`src/rtl/ts_footer_pkg.sv`:
```
// Timestamp footer helpers shared by set_timestamp and strip_timestamp.
// Footer beats travel most-significant first (network order).
package ts_footer_pkg;

    localparam bit FOOTER_MSB_FIRST = 1'b1;

    function automatic int ts_beats(input int data_width, input int timestamp_width);
        return timestamp_width / data_width;
    endfunction

    // Timestamp bit offset of footer beat idx (idx 0 = first footer beat on the wire).
    function automatic int footer_pack_lsb(input int idx, input int n_beats, input int data_width);
        return FOOTER_MSB_FIRST ? (n_beats - 1 - idx) * data_width : idx * data_width;
    endfunction

endpackage

```
`src/rtl/strip_timestamp_if.sv`:
```
// AXI4-Stream beat bundle (data, keep, last) with valid/ready.
// master drives the beat, slave returns tready.
interface strip_timestamp_if #(
    parameter int DATA_WIDTH = 8
);
    logic [DATA_WIDTH-1:0]   tdata;
    logic [DATA_WIDTH/8-1:0] tkeep;
    logic                    tvalid;
    logic                    tready;
    logic                    tlast;

    modport master (output tdata, tkeep, tvalid, tlast, input tready);
    modport slave  (input tdata, tkeep, tvalid, tlast, output tready);
endinterface

```
`src/rtl/timestamp_footer_delay.sv`:
```
// Purpose: TS_BEATS-deep beat shift register with occupancy, parallel read for footer extraction.
// Latency: a pushed beat reaches head after TS_BEATS pushes; head is read combinationally.
// Backpressure: none here; the caller only pushes/clears on accepted beats.
module timestamp_footer_delay #(
    parameter int DATA_WIDTH = 8,
    parameter int TS_BEATS   = 9
) (
    input  logic                                clk,
    input  logic                                rstn,
    input  logic                                push,
    input  logic                                clear,
    input  logic [DATA_WIDTH-1:0]               in_dat,
    input  logic [DATA_WIDTH/8-1:0]             in_keep,
    output logic [TS_BEATS-1:0][DATA_WIDTH-1:0] dat,
    output logic [DATA_WIDTH/8-1:0]             head_keep,
    output logic                                full
);
    localparam int CW = $clog2(TS_BEATS + 1);

    logic [TS_BEATS-1:0][DATA_WIDTH-1:0]   dat_q;
    logic [TS_BEATS-1:0][DATA_WIDTH/8-1:0] keep_q;
    logic [CW-1:0]                         count;

    assign full      = (count == CW'(TS_BEATS));
    assign dat       = dat_q;
    assign head_keep = keep_q[0];

    always_ff @(posedge clk) begin
        if (!rstn) begin
            count <= '0;
        end else if (clear) begin
            count <= '0;
        end else if (push && !full) begin
            count <= count + 1'b1;
        end
    end

    // Newest beat enters at the top; once full, entry 0 is the oldest and leaves on the next push.
    always_ff @(posedge clk) begin
        if (push) begin
            for (int i = 0; i < TS_BEATS - 1; i++) begin
                dat_q[i]  <= dat_q[i+1];
                keep_q[i] <= keep_q[i+1];
            end
            dat_q[TS_BEATS-1]  <= in_dat;
            keep_q[TS_BEATS-1] <= in_keep;
        end
    end

endmodule

```
`src/rtl/strip_timestamp.sv`:
```
// Purpose: strip the trailing timestamp footer from a frame, emit it on m_ts (optional residence: STRIP_TIMESTAMP_RESIDENCE_EN).
// Latency: frame beat k leaves 1 cycle after input beat k+TS_BEATS; timestamp rises with the last frame beat.
// Backpressure: s_axis stalls when the delay line is full and m_axis (or m_ts, on tlast) cannot take a new value.
module strip_timestamp
    import ts_footer_pkg::*;
#(
    parameter int DATA_WIDTH      = 8,
    parameter int TIMESTAMP_WIDTH = 72
) (
    input  logic                       clk,
    input  logic                       rstn,
    strip_timestamp_if.slave           s_axis,
    strip_timestamp_if.master          m_axis,
    output logic [TIMESTAMP_WIDTH-1:0] m_ts_tdata,
    output logic                       m_ts_tvalid,
    input  logic                       m_ts_tready,
    output logic                       runt_error
`ifdef STRIP_TIMESTAMP_RESIDENCE_EN
    ,
    input  logic [TIMESTAMP_WIDTH-1:0] ats_scheduler_timer,
    output logic [TIMESTAMP_WIDTH-1:0] m_ts_residence
`endif
);
    localparam int TS_BEATS = ts_beats(DATA_WIDTH, TIMESTAMP_WIDTH);

    logic [TS_BEATS-1:0][DATA_WIDTH-1:0] dly_dat;
    logic [DATA_WIDTH/8-1:0]             head_keep;
    logic                                full;
    logic                                s_rdy;
    logic                                accept;
    logic                                push;
    logic                                clear;
    logic                                ts_load;
    logic [TIMESTAMP_WIDTH-1:0]          ts_next;

    assign s_rdy = !full ||
                   ((!m_axis.tvalid || m_axis.tready) &&
                    (!s_axis.tlast || !m_ts_tvalid || m_ts_tready));

    assign s_axis.tready = s_rdy;
    assign accept        = s_axis.tvalid && s_rdy;
    assign push          = accept && !s_axis.tlast;
    assign clear         = accept && s_axis.tlast;
    assign ts_load       = clear && full;

    timestamp_footer_delay #(
        .DATA_WIDTH (DATA_WIDTH),
        .TS_BEATS   (TS_BEATS)
    ) u_delay (
        .clk       (clk),
        .rstn      (rstn),
        .push      (push),
        .clear     (clear),
        .in_dat    (s_axis.tdata),
        .in_keep   (s_axis.tkeep),
        .dat       (dly_dat),
        .head_keep (head_keep),
        .full      (full)
    );

    // Footer = delay entries 1..TS_BEATS-1 (oldest first) followed by the incoming last beat.
    always_comb begin
        ts_next = '0;
        for (int i = 0; i < TS_BEATS - 1; i++) begin
            ts_next[footer_pack_lsb(i, TS_BEATS, DATA_WIDTH) +: DATA_WIDTH] = dly_dat[i+1];
        end
        ts_next[footer_pack_lsb(TS_BEATS - 1, TS_BEATS, DATA_WIDTH) +: DATA_WIDTH] = s_axis.tdata;
    end

    always_ff @(posedge clk) begin
        if (!rstn) begin
            m_axis.tvalid <= 1'b0;
            m_axis.tdata  <= '0;
            m_axis.tkeep  <= '0;
            m_axis.tlast  <= 1'b0;
            m_ts_tvalid   <= 1'b0;
            m_ts_tdata    <= '0;
            runt_error    <= 1'b0;
`ifdef STRIP_TIMESTAMP_RESIDENCE_EN
            m_ts_residence <= '0;
`endif
        end else begin
            runt_error <= clear && !full;

            if (m_axis.tready) begin
                m_axis.tvalid <= 1'b0;
            end
            if (accept && full) begin
                m_axis.tvalid <= 1'b1;
                m_axis.tdata  <= dly_dat[0];
                m_axis.tkeep  <= head_keep;
                m_axis.tlast  <= s_axis.tlast;
            end

            // A load in the same cycle as a handshake overrides the clear.
            if (m_ts_tready) begin
                m_ts_tvalid <= 1'b0;
            end
            if (ts_load) begin
                m_ts_tvalid <= 1'b1;
                m_ts_tdata  <= ts_next;
`ifdef STRIP_TIMESTAMP_RESIDENCE_EN
                m_ts_residence <= ats_scheduler_timer - ts_next;
`endif
            end
        end
    end

endmodule

```
`src/flat_wrapper.sv`:
```
// flat-port wrapper written by rule: the top's interface ports become plain ports
module strip_timestamp_flat import ts_footer_pkg::*;
#(
    parameter int DATA_WIDTH      = 8,
    parameter int TIMESTAMP_WIDTH = 72
)
  (clk, rstn, m_ts_tdata, m_ts_tvalid, m_ts_tready, runt_error, s_axis_tdata, s_axis_tkeep, s_axis_tvalid, s_axis_tlast, s_axis_tready, m_axis_tdata, m_axis_tkeep, m_axis_tvalid, m_axis_tlast, m_axis_tready);
  strip_timestamp_if #(.DATA_WIDTH(DATA_WIDTH)) s_axis_i ();
  strip_timestamp_if #(.DATA_WIDTH(DATA_WIDTH)) m_axis_i ();
  input  logic clk;
  input  logic rstn;
  output logic [TIMESTAMP_WIDTH-1:0] m_ts_tdata;
  output logic m_ts_tvalid;
  input  logic m_ts_tready;
  output logic runt_error;
  input wire logic [$bits(s_axis_i.tdata)-1:0] s_axis_tdata;
  input wire logic [$bits(s_axis_i.tkeep)-1:0] s_axis_tkeep;
  input wire logic [$bits(s_axis_i.tvalid)-1:0] s_axis_tvalid;
  input wire logic [$bits(s_axis_i.tlast)-1:0] s_axis_tlast;
  output wire logic [$bits(s_axis_i.tready)-1:0] s_axis_tready;
  output wire logic [$bits(m_axis_i.tdata)-1:0] m_axis_tdata;
  output wire logic [$bits(m_axis_i.tkeep)-1:0] m_axis_tkeep;
  output wire logic [$bits(m_axis_i.tvalid)-1:0] m_axis_tvalid;
  output wire logic [$bits(m_axis_i.tlast)-1:0] m_axis_tlast;
  input wire logic [$bits(m_axis_i.tready)-1:0] m_axis_tready;
  assign s_axis_i.tdata = s_axis_tdata;
  assign s_axis_i.tkeep = s_axis_tkeep;
  assign s_axis_i.tvalid = s_axis_tvalid;
  assign s_axis_i.tlast = s_axis_tlast;
  assign s_axis_tready = s_axis_i.tready;
  assign m_axis_tdata = m_axis_i.tdata;
  assign m_axis_tkeep = m_axis_i.tkeep;
  assign m_axis_tvalid = m_axis_i.tvalid;
  assign m_axis_tlast = m_axis_i.tlast;
  assign m_axis_i.tready = m_axis_tready;
  strip_timestamp #(.DATA_WIDTH(DATA_WIDTH), .TIMESTAMP_WIDTH(TIMESTAMP_WIDTH)) u_core (.clk(clk), .rstn(rstn), .s_axis(s_axis_i), .m_axis(m_axis_i), .m_ts_tdata(m_ts_tdata), .m_ts_tvalid(m_ts_tvalid), .m_ts_tready(m_ts_tready), .runt_error(runt_error));
endmodule
```
`config.mk`:
```
export PLATFORM = sky130hd
export DESIGN_NAME = strip_timestamp_flat
export DESIGN_NICKNAME = d
export VERILOG_FILES = /design/src/rtl/ts_footer_pkg.sv /design/src/rtl/strip_timestamp_if.sv /design/src/rtl/timestamp_footer_delay.sv /design/src/rtl/strip_timestamp.sv /design/src/flat_wrapper.sv
export SDC_FILE = /design/constraint.sdc
export NUM_CORES = 1
export LEC_CHECK = 0
export CORE_ASPECT_RATIO = 0.6
export CORE_MARGIN = 5
export CORE_UTILIZATION = 37
export CTS_CLUSTER_DIAMETER = 50
export DETAILED_ROUTE_END_ITERATION = 6
export GPL_TIMING_DRIVEN = 1
export MAX_ROUTING_LAYER = met4
export PLACE_DENSITY_LB_ADDON = 0.15
export SLEW_MARGIN = 0
export SYNTH_ARGS = -nofsm -noshare
export SYNTH_HDL_FRONTEND = slang
export SYNTH_SLANG_ARGS = --single-unit
```
`constraint.sdc`:
```
create_clock -name clk -period 6 [get_ports clk]
set_input_delay 1.8 -clock clk [delete_from_list [all_inputs] [get_ports clk]]
set_output_delay 1.8 -clock clk [all_outputs]
set_load 0.01 [all_outputs]
```
# ---- After elaboration in Yosys (flattened, before gate mapping)
# Cells that the tools add are included.
dict set report word_totals {
  romBits 0
  in_bits 15
  mem_bits_rw 0
  reg_bits 170
  n_memories 0
  output_inout_bits 86
  latch_bits 0
  word_cells 52
}
dict set report classes {
  multipliers 0
  eq_ne 1
  div 0
  magnitude_cmp 0
  muxes 4
  addsub 1
  n_shift 0
  n_reduce_logical 19
  bitwise 1
}
# op n
set op_table {}
lappend op_table {{logical AND 1 bit} 8}
lappend op_table {{adder 4 x 1 -> 4 bit, second input constant} 1}
lappend op_table {{== test 4 bit, second input constant} 1}
lappend op_table {{zero test 1 bit} 4}
lappend op_table {{logical OR 1 bit} 4}
lappend op_table {{2-to-1 mux 1 bit} 4}
lappend op_table {{nonzero test 2 bit} 2}
lappend op_table {{OR reduction 2 bit} 1}
lappend op_table {{inverter 1 bit} 1}

# ---- Logic depth before layout (Yosys ltp)
# Gate-level depths: netlist of the first run.
dict set report depth {
  ltp_word 9
  ltp_mapped 7
  ltp_nobuf 5
}

# ---- Cells and area by module
# A second synthesis of the first run with hierarchy kept.
dict set report hier_totals {
  cells_unflattened 477
  hier_area_um2 6120.9
}
# module area_per_inst_um2 instances cells_each
set modules_own_cells {}
lappend modules_own_cells {strip_timestamp 3465.8 1 372}
lappend modules_own_cells {timestamp_footer_delay 2655.0 1 105}

# ---- Worst setup path after synthesis of the first run
# Ideal clock, no wire load.
dict set report synth_timing {
  path_kind {input port to flip-flop}
  from {in m_axis_tready}
  to {reg u_core.u_delay.dat_q, in the netlist u_core.u_delay.dat[0] (enable)}
  required_time_ps 5551
  setup_slack_ps 1149
  cell_stages 3
  path_buffers 0
  arrival_ps 4402
  path_cell_list {and2b_1 > o21ai_1 > and2_1}
}
dict set report synth_via {
  elab_chain_len 5
}
# element line_no
set synth_rtl {}
lappend synth_rtl {{start, declared} flat_wrapper.sv:25} ;# input wire logic [$bits(m_axis_i.tready)-1:0] m_axis_tready;
lappend synth_rtl {{logical OR 1 bit} strip_timestamp.sv:37} ;# ((!m_axis.tvalid || m_axis.tready) &&
lappend synth_rtl {{logical AND 1 bit} strip_timestamp.sv:37}
lappend synth_rtl {{logical OR 1 bit} strip_timestamp.sv:36} ;# assign s_rdy = !full ||
lappend synth_rtl {{net s_axis_tready} flat_wrapper.sv:20} ;# output wire logic [$bits(s_axis_i.tready)-1:0] s_axis_tready;
lappend synth_rtl {{logical AND 1 bit} strip_timestamp.sv:41} ;# assign accept = s_axis.tvalid && s_rdy;
lappend synth_rtl {{logical AND 1 bit} strip_timestamp.sv:42} ;# assign push = accept && !s_axis.tlast;
lappend synth_rtl {{net u_core.push} strip_timestamp.sv:31} ;# logic push;
lappend synth_rtl {{end signal, assigned by index} timestamp_footer_delay.sv:42} ;# dat_q[i] <= dat_q[i+1];
lappend synth_rtl {{end signal, assigned by index} timestamp_footer_delay.sv:45} ;# dat_q[TS_BEATS-1] <= in_dat;
lappend synth_rtl {{end, declared} timestamp_footer_delay.sv:20} ;# logic [TS_BEATS-1:0][DATA_WIDTH-1:0] dat_q;
# The timed path passes the listed nets, and every way through them passes these cells.
# A chain may end at the register's enable or synchronous reset.

# ---- Worst setup path after layout of the first run
dict set report layout_timing {
  from {in m_axis_tready}
  to {out s_axis_tready}
}
dict set report layout_via {
  elab_chain_len 3
}
# element line_no
set layout_rtl {}
lappend layout_rtl {{logical OR 1 bit} strip_timestamp.sv:37}
lappend layout_rtl {{logical AND 1 bit} strip_timestamp.sv:37}
lappend layout_rtl {{logical OR 1 bit} strip_timestamp.sv:36}
lappend layout_rtl {{end, declared} flat_wrapper.sv:20}
# No other way between the ends.

==> summary.txt, run 1 <==
Place
  – Post-DP Area: about 0.0072 sq mm
  – Routability congestion estimate: 0.718
  – Pre-CTS setup slack: around 630 ps
  – Dpl hpwl: between 7 and 8 mm
  – Port buffer count: 100

Timing
  – Max Slew Vio Count: 0
  – Setup Viol. Count Final: 0
  – Setup Skew: approximately 16 ps
  – Final WS setup: around 610 ps
  – Slew margin rel.: 0.266
  – Fmax: 0.185 GHz
  – Setup TNS: 0 ps
  – RSZ-0062 raised after global routing: no
  – Worst Max-Slew Pin Slew: between 1000 and 1500 ps
  – Tcrit/Tclk final: 0.899
  – Tmin final: roughly 5400 ps
  – Fin. Hold Viols: 0

Logic synthesis
  – Largest area contributor in the netlist: edfxtp_1
  – Simple-gate share of the synthesized area: 0.126
  – Largest family of logic cells by synthesized area: multiplexers
  – Syn Nets: a little under 500
  – Warnings from Yosys: 0
  – Mapped cell area: 0.00610 sq mm
  – Synth Instances: around 480
  – Leading post-synthesis cells by cell area: edfxtp_1, dfxtp_1, mux2i_1, nand2_1, buf_8
  – Sequential element share of the synthesized area: 0.690
  – #FFs+latches synth: 170
  – Post-synthesis mux area share: 0.133
  – Synth Area in Compound Gates: 0.0148
  – Xor and xnor area share after synthesis: 0
  – Synth Area in Adders: 0.00410
  – Syn Area/Cell: between 10 and 15 sq um
  – Yosys cell types: 34
  – Share of the synthesized area in the top cell type: 0.398

Global route
  – Grt total ovfl: 0
  – Vias in the first global route: 3729
  – Initial antenna violation count: 0
  – GRT Total Usage: 0.133
  – First-pass GRT wire length: between 15 and 20 mm
  – Pin count of the biggest net entering global routing: between 80 and 90

Die
  – I/O pin count: roughly 100
  – Chip Height: roughly 110 um
  – Die width: 176 um
  – Die area: 0.0193 sq mm
  – Initial Utilization: 0.376
  – Core ar.: 0.0162 sq mm
  – Row Count: 36

Route
  – Vias/cell: ~4.6
  – Drt pass-1 iters: 4
  – Initial DRC count: about 190
  – DRC viols: 0
  – Vias: roughly 3700
  – Total wire length: between 10 and 15 mm
  – Wire length per cell: about 15 um
  – Post-route ant nets: 0

Clocking
  – Hold_buf cts: 0
  – CTS tree: yes
  – Num Clock Sinks: 170
  – CTS H-tree lvls: 4
  – Post-CTS Resized: 0
  – Total setup buffers inserted after CTS: 0
  – Root buffer cell: clkbuf_16
  – Worst-Skew Late Latency: ~400 ps
  – Clock Tree Buf Depth: 2
  – Cts bufs inserted: 17
  – Clk slew on worst S/H paths: 70 ps

Layout
  – Layout cells sized above 1: 0.0701
  – # diodes: 0
  – Area growth, synth to finish: 28.0%
  – Fin nets: slightly below 600
  – Design Area, Final: slightly below 0.008 sq mm

Hold path
  – Hold Crit Class: flop to flop
  – Hold path cells: 0
  – Worst hold start: u_core.u_delay.keep_q[1]
  – Hold Path Sink: u_core.u_delay.head_keep

Setup path
  – Slowest stage delay, CP: approximately 640 ps
  – Required time of the critical path: between 4000 and 5000 ps
  – Crit path arrival time: 3590 ps
  – Setup crit start kind: input port
  – CP Cell Sequence: clkdlybuf4s50_1 > and2b_1 > o21ai_1 > clkdlybuf4s50_1
  – Worst Setup End Kind: primary output
  – Worst-path fanout max: 6
  – Kind of critical path: input port to primary output
  – R2R Path End: u_core.u_delay.dat[58]
  – R2R cell count: 5
  – Reg2reg setup slack: ~3400 ps
  – Cell mode on critical path: clkdlybuf4s50_1
  – Slowest-stage cell, CP: clkdlybuf4s50_1
  – R2R Path Start: u_core.u_delay.count[1]

Pwr
  – Worst VDD drop: about 0.14 mV
  – Int Pwr: ~1.9 mW
  – Net Sw Power: slightly above 0.5 mW
  – Total power: roughly 2.4 mW
  – Power Dens Cells: around 310 mW/mm^2
  – Sw Ratio: 0.215
  – Clock power share: 0.455
  – Comb power frac: 0.024
  – Sequential group share of total power: 0.522
  – Leakage: ~2.6 nW

Job
  – Max-Cap Viols: 0

Status
  – Status: completed
-- synthesized netlist by cell type, drive strengths merged --
master / count
and2: 2
dfxtp: 89
and3: 1
nor4b: 1
edfxtp: 81
nor2b: 2
nor3: 1
a21oi: 1
or4: 1
mux2i: 81
clkinv: 1
or3: 2
and2b: 1
and3b: 2
a221oi: 3
o21ai: 4
o21a: 2
o2bb2ai: 1
inv: 2
nand2b: 1
buf: 10
a2111oi: 1
nand3: 1
nand2: 164
nor4: 1
nand3b: 1
ha: 2
clkbuf: 18
-- power by group through the flow --
stage	sequential, mW	combinational [mW]	clock (mW)
global route	1.25	0.0649	1.18
finish	1.25	0.0567	1.09
CTS	1.25	0.0583	1.13
detailed placement	1.28	0.0582	0
global placement	1.28	0.0567	0
floorplan	1.27	0.0371	0
-- worst max-delay path, delay by kind of cell --
kind | cells | cell delay [ps]
AO/OA/AOI/OAI | 1 | 460
buffers and inverters | 2 | 1090
AND/OR/NAND/NOR | 1 | 250
-- how the worst max path moves through the flow --
stage / from / endpoint / cells after the start
after global routing: m_axis_tready / s_axis_tready / 4
after floorplan: m_axis_tready / u_core.u_delay.dat[0] / 3
after CTS: m_axis_tready / s_axis_tready / 4
final: m_axis_tready / s_axis_tready / 4
after global placement: m_axis_tready / s_axis_tready / 4
after detailed placement: m_axis_tready / s_axis_tready / 4
-- flip-flops by register name, summed over array words and instances (netlist names), 4 cells and up --
signal and cells:
u_core.m_ts_tdata 72, u_core.u_delay.count 4, u_core.u_delay.dat 72, u_core.u_delay.keep_q 8, u_core.m_axis.tdata 8
-- layout make-up --
class / instances / area, sq um
clock inverter: 14 / 163
timing repair buffer: 104 / 1030
fill: 1427 / 8400
clock buffer: 18 / 429
inverter: 3 / 11.3
tap: 209 / 262
sequential: 170 / 4210
multi-input combinational: 276 / 1710
-- cells in the final DEF (no fill, tap or decap), types with 2 or more instances in the layout --
cell type / netlist / routed
inv_1: 2 / 2
clkdlybuf4s50_1: 0 / 99
dfxtp_1: 89 / 89
bufinv_16: 0 / 2
clkbuf_16: 0 / 17
nor2b_1: 2 / 2
nand2_1: 164 / 164
buf_4: 2 / 5
edfxtp_1: 81 / 81
or3_1: 2 / 2
o21ai_0: 3 / 3
inv_6: 0 / 5
o21a_1: 2 / 2
a221oi_1: 2 / 2
ha_1: 2 / 2
clkinvlp_4: 0 / 3
mux2i_1: 81 / 81
clkinv_1: 1 / 2
-- per-stage QoR --
step                      hold WS (ps)   util  cells
after floorplan                    400      -    477
after global placement             403  0.445    762
after detailed placement           406  0.445    762
after CTS                          409  0.482    794
after global routing               418  0.482    794
final                              408  0.482    794
-- cells by family after synthesis --
logic type	after synthesis
and+or+nand+nor	181
DFF	170
muxes	81
buffers and inverters	31
AOI/OAI and AO/OA	12
adders and majority gates	2
-- per-layer routing --
layer / up-vias / track usage / wire length (um)
met2: 82 / 0.194 / 5260
met5: - / - / 0
met1: 1770 / 0.174 / 5920
met3: 11 / 0.0440 / 668
li1: 1818 / - / -
met4: 0 / 0.0501 / 120
No activity file was read; power rests on OpenSTA's default activity.
==> inputs of run 2 (changes only) <==
--- a/config.mk
+++ b/config.mk
@@ -13,7 +13,7 @@
 export GPL_TIMING_DRIVEN = 1
 export MAX_ROUTING_LAYER = met4
 export PLACE_DENSITY_LB_ADDON = 0.15
-export SLEW_MARGIN = 0
+export SLEW_MARGIN = 40
 export SYNTH_ARGS = -nofsm -noshare
 export SYNTH_HDL_FRONTEND = slang
 export SYNTH_SLANG_ARGS = --single-unit
==> summary.txt, run 2 (synthesized netlist as in run 1, its figures left out) <==
Setup path
  – Slowest stage delay, CP: 640 ps (about the same)
  – Required time of the critical path: 4200 ps (about the same)
  – Worst Setup End Kind: primary output
  – Setup crit start kind: input port
  – R2R Path Start: u_core.u_delay.count[1]
  – R2R Path End: u_core.u_delay.dat[51]
  – Cell mode on critical path: clkdlybuf4s50_1
  – R2R cell count: 7 (+2)
  – Crit path buf inv count: 2 (unchanged)
  – Worst-path fanout max: 6 (unchanged)
  – Top delay family on crit path: buffers and inverters
  – CP Cell Sequence: clkdlybuf4s50_1 > and2b_1 > o21ai_1 > clkdlybuf4s50_1
  – Slowest-stage cell, CP: clkdlybuf4s50_1
  – Reg2reg setup slack: 3550 ps (+160 ps)
  – Kind of critical path: input port to primary output
  – Crit path arrival time: 3600 ps (about the same)

Clocking
  – Post-CTS Resized: 0 (unchanged)
  – Cts bufs inserted: 17 (unchanged)
  – Total setup buffers inserted after CTS: 0 (unchanged)
  – Worst-Skew Late Latency: 410 ps (about the same)
  – Hold_buf cts: 0 (unchanged)
  – Num Clock Sinks: 170 (unchanged)
  – CTS tree: yes
  – Clk slew on worst S/H paths: 60 ps (about the same)
  – CTS H-tree lvls: 4 (unchanged)
  – Clock Tree Buf Depth: 2 (unchanged)
  – Root buffer cell: clkbuf_16

Global route
  – Met2 Track Usage GR: 0.193 (-0.000550)
  – GRT Total Usage: 0.133 (+0.000346)
  – GR met3 Demand/Resource: 0.0416 (-0.00241)
  – Grt peak-use layer: met2
  – First-pass GRT wire length: 19.4 mm (-0.18%)
  – Met1 Usage GRT: 0.175 (+0.000944)
  – Vias in the first global route: 3757 (+0.75%)
  – Initial antenna violation count: 0 (unchanged)
  – Pin count of the biggest net entering global routing: 87 (unchanged)
  – Grt total ovfl: 0 (unchanged)

Pwr
  – Int Pwr: 1.79 mW (-4.9%)
  – Clock power share: 0.428 (-0.027)
  – Worst VDD drop: 0.114 mV (-20%)
  – Sw Ratio: 0.219 (+0.00434)
  – Leakage: 2.64 nW (about the same)
  – Power Dens Cells: 294 mW/mm^2 (-4.2%)
  – Sequential group share of total power: 0.545 (+0.023)
  – Net Sw Power: 0.502 mW (-2.4%)
  – Comb power frac: 0.027 (+0.003)

Timing
  – Tmin final: 5400 ps (+10.7 ps)
  – Fmax: 0.185 GHz (-0.20%)
  – Tcrit/Tclk final: 0.901 (+0.00179)
  – Max Slew Vio Count: 0 (unchanged)
  – Slew margin rel.: 0.572 (+0.306)
  – Hold_ws: 411 ps (+3.07 ps)
  – Final WS setup: 596 ps (-10.7 ps)
  – Worst Max-Slew Pin Slew: 642 ps (-460 ps)
  – Setup Skew: 12.1 ps (-3.81 ps)
  – Setup Viol. Count Final: 0 (unchanged)
  – RSZ-0062 raised after global routing: no
  – Setup TNS: 0 ps (unchanged)
  – Fin. Hold Viols: 0 (unchanged)

Layout
  – Most frequent cells in the layout: nand2_1, clkdlybuf4s50_1, dfxtp_1
  – Final cell count without fillers: 797 (+0.38%)
  – Most common cell after layout, fill and taps aside: nand2_1
  – Multi-input gate area: 0.00171 sq mm (unchanged)
  – # diodes: 0 (unchanged)
  – Area occupied by registers: 0.00421 sq mm (unchanged)
  – Util after Layout: 0.481 (-0.000771)
  – FILL cells: 1422 (-0.35%)
  – Fin nets: 592 (+0.51%)
  – Layout cells sized above 1: 0.0731 (+0.00304)
  – Area growth, synth to finish: 27.8%

Die
  – Initial Utilization: 0.376 (unchanged)
  – Die width: 176 um (unchanged)
  – Die area: 0.0193 sq mm (unchanged)
  – I/O pin count: 101 (unchanged)
  – Chip Height: 109 um (unchanged)
  – Row Count: 36 (unchanged)
  – Core ar.: 0.0162 sq mm (unchanged)

Hold path
  – Hold Crit Class: flop to flop
  – Hold path cells: 0 (unchanged)
  – Hold Path Sink: u_core.u_delay.head_keep
  – Worst hold start: u_core.u_delay.keep_q[1]

Job
  – Max-Cap Viols: 0 (unchanged)

Place
  – Routability congestion estimate: 0.718 (unchanged)
  – Dpl cells: 765 (+0.39%)
  – Port buffer count: 100 (unchanged)
  – Dpl hpwl: 7.78 mm (+2.5%)
  – Pre-CTS setup slack: 616 ps (-11.6 ps)

Route
  – Initial DRC count: 184 (-0.54%)
  – Post-route ant nets: 0 (unchanged)
  – Vias/cell: 4.67 (+0.68%)
  – Wire length per cell: 15.1 um (+0.16%)
  – Vias: 3720 (+1.1%)
  – Drt pass-1 iters: 5 (+1)
  – Total wire length: 12.0 mm (+0.53%)
  – DRC viols: 0 (unchanged)

Status
  – Status: completed
==> run 2: cell types whose count changed in the layout (fill, tap and decap cells not counted), sizes merged <==
cell | before | now
clkinvlp | 3 | 2
buf | 5 | 8
inv | 8 | 4
clkinv | 4 | 11
bufinv | 2 | 0
==> run 2: power groups by stage <==
stage          sequential (mW)  combinational, mW  clock (mW)
2_1_floorplan             1.27             0.0371           0
3_3_place_gp              1.28             0.0567           0
3_5_place_dp              1.27             0.0617           0
4_1_cts                   1.25             0.0618        1.01
5_1_grt                   1.25             0.0683        1.06
6_report                  1.25             0.0610       0.980
==> run 2: metrics by stage <==
step	instance area [sq um]	power, mW
5_1_grt	7800	2.38
2_1_floorplan	6100	1.31
3_5_place_dp	7270	1.34
6_report	7800	2.29
3_3_place_gp	7220	1.33
4_1_cts	7800	2.32
==> run 2: how the worst max path moves through the flow <==
stage | slack [ps] | startpoint | depth (start not counted) | endpoint
floorplan | 1150 | m_axis_tready | 3 | u_core.u_delay.dat[0]
global placement | 710 | m_axis_tready | 4 | s_axis_tready
detailed placement | 620 | m_axis_tready | 4 | s_axis_tready
CTS | 610 | m_axis_tready | 4 | s_axis_tready
global route | 520 | m_axis_tready | 4 | s_axis_tready
finish | 600 | m_axis_tready | 4 | s_axis_tready
==> run 2: per-layer routing <==
metal	up-vias	wire, um
li1	1822	-
met5	-	0
met2	92	5130
met3	22	678
met4	0	212
met1	1784	6020
==> run 2: layout make-up <==
class	count	area share
clock buffers	18	0.0550
clock inverters	14	0.0127
inverters	3	0.00144
multi-input cells	276	0.219
flip-flops and latches	170	0.540
well taps	209	0.0335
repair buffers	107	0.138
==> inputs of run 3 (changes only) <==
--- a/config.mk
+++ b/config.mk
@@ -5,6 +5,9 @@
 export SDC_FILE = /design/constraint.sdc
 export NUM_CORES = 1
 export LEC_CHECK = 0
+export ABC_AREA = 1
+export CELL_PAD_IN_SITES_DETAIL_PLACEMENT = 1
+export CELL_PAD_IN_SITES_GLOBAL_PLACEMENT = 1
 export CORE_ASPECT_RATIO = 0.6
 export CORE_MARGIN = 5
 export CORE_UTILIZATION = 37
==> summary.txt, run 3 <==
Status
  – Status: completed

Timing
  – RSZ-0062 raised after global routing: no
  – Fin. Hold Viols: 0 (unchanged)
  – Worst Max-Slew Pin Slew: 695 ps (+52.9 ps)
  – Fmax: 0.199 GHz (+7.4%)
  – Hold_ws: 420 ps (+8.85 ps)
  – Max Slew Vio Count: 0 (unchanged)
  – Slew margin rel.: 0.537 (-0.0352)
  – Setup Viol. Count Final: 0 (unchanged)
  – Setup Skew: 10.9 ps (-1.23 ps)
  – Setup TNS: 0 ps (unchanged)
  – Tcrit/Tclk final: 0.838 (-0.0621)
  – Tmin final: 5030 ps (-373 ps)

Route
  – Total wire length: 14.6 mm (+21%)
  – Drt pass-1 iters: 4 (-1)
  – Wire length per cell: 18.1 um (+20%)
  – Met3 wire len: 795 um (+17%)
  – Met1 Wirelength: 7.18 mm (+19%)
  – Post-route ant nets: 0 (unchanged)
  – Uppermost layer routed: met4
  – Vias: 4218 (+13%)
  – Wire length on met2: 6.49 mm (+26%)
  – Vias/cell: 5.22 (+12%)
  – Initial DRC count: 315 (+71%)
  – DRC viols: 0 (unchanged)

Die
  – Initial Utilization: 0.381 (+0.00473)
  – Core ar.: 0.0155 sq mm (-4.4%)
  – Chip Height: 108 um (-1.5%)
  – I/O pin count: 101 (unchanged)
  – Die width: 173 um (-1.5%)
  – Die area: 0.0187 sq mm (-3.0%)
  – Row Count: 35 (-2.8%)

Layout
  – Fin nets: 609 (+2.9%)
  – Multi-input gate area: 0.00143 sq mm (-16%)
  – Final cell count without fillers: 808 (+1.4%)
  – # diodes: 0 (unchanged)
  – FILL cells: 1641 (+15%)
  – Most common cell after layout, fill and taps aside: clkdlybuf4s50_1
  – Layout cells sized above 1: 0.0744 (+0.00125)
  – Most frequent cells in the layout: clkdlybuf4s50_1, nand2_1, dfxtp_1
  – Area occupied by registers: 0.00421 sq mm (unchanged)
  – Area growth, synth to finish: 29.2%

Job
  – Max-Cap Viols: 0 (unchanged)

Logic synthesis
  – Main synth FF type: dfxtp_1
  – Commonest cells post-synth: nand2_1, dfxtp_1, a21oi_1
  – Count leader, synth: nand2_1
  – Warnings from Yosys: 0 (unchanged)
  – Sequential element share of the synthesized area: 0.713 (+0.0228)
  – Share of the synthesized area in the top cell type: 0.412 (+0.0132)
  – Synth Instances: 509 (+6.7%)
  – Yosys cell types: 20 (-41%)
  – FFs w/ async S/R, synth: 0 (unchanged)
  – Syn Nets: 526 (+6.5%)
  – Mapped cell area: 0.00591 sq mm (-3.2%)
  – EDFF count, synth: 81 (unchanged)
  – Syn Area/Cell: 11.6 sq um (-9.3%)
  – Leading post-synthesis cells by cell area: edfxtp_1, dfxtp_1, nand4_1, a21oi_1, nand2_1
  – #FFs+latches synth: 170 (unchanged)
  – Largest area contributor in the netlist: edfxtp_1

Global route
  – First-pass GRT wire length: 23.4 mm (+21%)
  – Vias in the first global route: 4367 (+16%)
  – Pin count of the biggest net entering global routing: 87 (unchanged)
  – Initial antenna violation count: 0 (unchanged)
  – GRT Total Usage: 0.162 (+0.0288)
  – Grt total ovfl: 0 (unchanged)

Clocking
  – Clock Tree Buf Depth: 2 (unchanged)
  – Clk slew on worst S/H paths: 60 ps (about the same)
  – Hold_buf cts: 0 (unchanged)
  – CTS H-tree lvls: 4 (unchanged)
  – CTS tree: yes
  – Cts bufs inserted: 17 (unchanged)
  – Root buffer cell: clkbuf_16
  – Num Clock Sinks: 170 (unchanged)
  – Total setup buffers inserted after CTS: 0 (unchanged)
  – Post-CTS Resized: 0 (unchanged)
  – Worst-Skew Late Latency: 420 ps (about the same)

Setup path
  – Worst-path fanout max: 3 (-3)
  – Worst Setup End Kind: primary output
  – R2R cell count: 10 (+3)
  – Kind of critical path: input port to primary output
  – Setup crit start kind: input port
  – Required time of the critical path: 4200 ps (about the same)
  – Crit path arrival time: 3230 ps (-370 ps)

Pwr
  – Worst VDD drop: 0.146 mV (+29%)
  – Total power: 2.39 mW (+4.4%)
  – Power Dens Cells: 313 mW/mm^2 (+6.6%)
  – Leakage: 2.44 nW (-7.4%)

Place
  – Dpl cells: 776 (+1.4%)
  – Port buffer count: 100 (unchanged)
  – Routability congestion estimate: 0.783 (+9.0%)
  – Dpl hpwl: 9.08 mm (+17%)

Hold path
  – Hold Crit Class: flop to flop
  – Hold path cells: 0 (unchanged)
-- run 3: cells by family after synthesis --
group / Yosys count / synth area share
adder cells (fa/ha/maj): 2 / 0.00423
buffers and inverters: 59 / 0.0483
AND/OR/NAND/NOR: 187 / 0.155
AO/OA/AOI/OAI: 89 / 0.0764
flip-flops: 170 / 0.713
XOR/XNOR: 2 / 0.00296
-- run 3: layer usage --
| layer | up-vias | GRT usage |
|---|---|---|
| met2 | 112 | 0.246 |
| met4 | 0 | 0.0410 |
| met3 | 22 | 0.0512 |
| met1 | 2083 | 0.213 |
| met5 | - | - |
| li1 | 2001 | - |
-- run 3: final timing paths --
check	start	endpoint	slack, ps
min	u_core.u_delay.keep_q[5]	u_core.u_delay.keep_q[4]	420
min reg2reg	u_core.u_delay.keep_q[5]	u_core.u_delay.keep_q[4]	420
max	m_ts_tready	s_axis_tready	970
max reg2reg	u_core.u_delay.count[1]	u_core.m_axis.tdata[3]	3390
-- run 3: per-stage QoR --
| step | area (sq um) | setup slack, ps | util |
|---|---|---|---|
| 2_1_floorplan | 5910 | 963 | - |
| 3_3_place_gp | 7010 | 1020 | 0.452 |
| 3_5_place_dp | 7030 | 982 | 0.454 |
| 4_1_cts | 7630 | 968 | 0.492 |
| 5_1_grt | 7640 | 881 | 0.493 |
| 6_report | 7640 | 969 | 0.493 |
-- run 3: where the power goes --
part	internal [mW]	total, mW	switching (mW)
sequential	1.24	1.25	0.0119
clock	0.638	1.08	0.441
combinational	0.0158	0.0617	0.0458
-- run 3: layout make-up --
type                    instances  area share
multi-input cells             280       0.187
well taps                     203      0.0333
inverters                      15     0.00770
flip-flops and latches        170       0.552
repair buffers                108       0.142
clock buffers                  25      0.0718
clock inverters                 7     0.00655
-- run 3: critical path, stage by stage --
cell and delay, ps:
clkdlybuf4s50_1 480, inv_1 40, nand3_1 60, nand2_1 140, nand2_1 150, clkdlybuf4s50_1 550
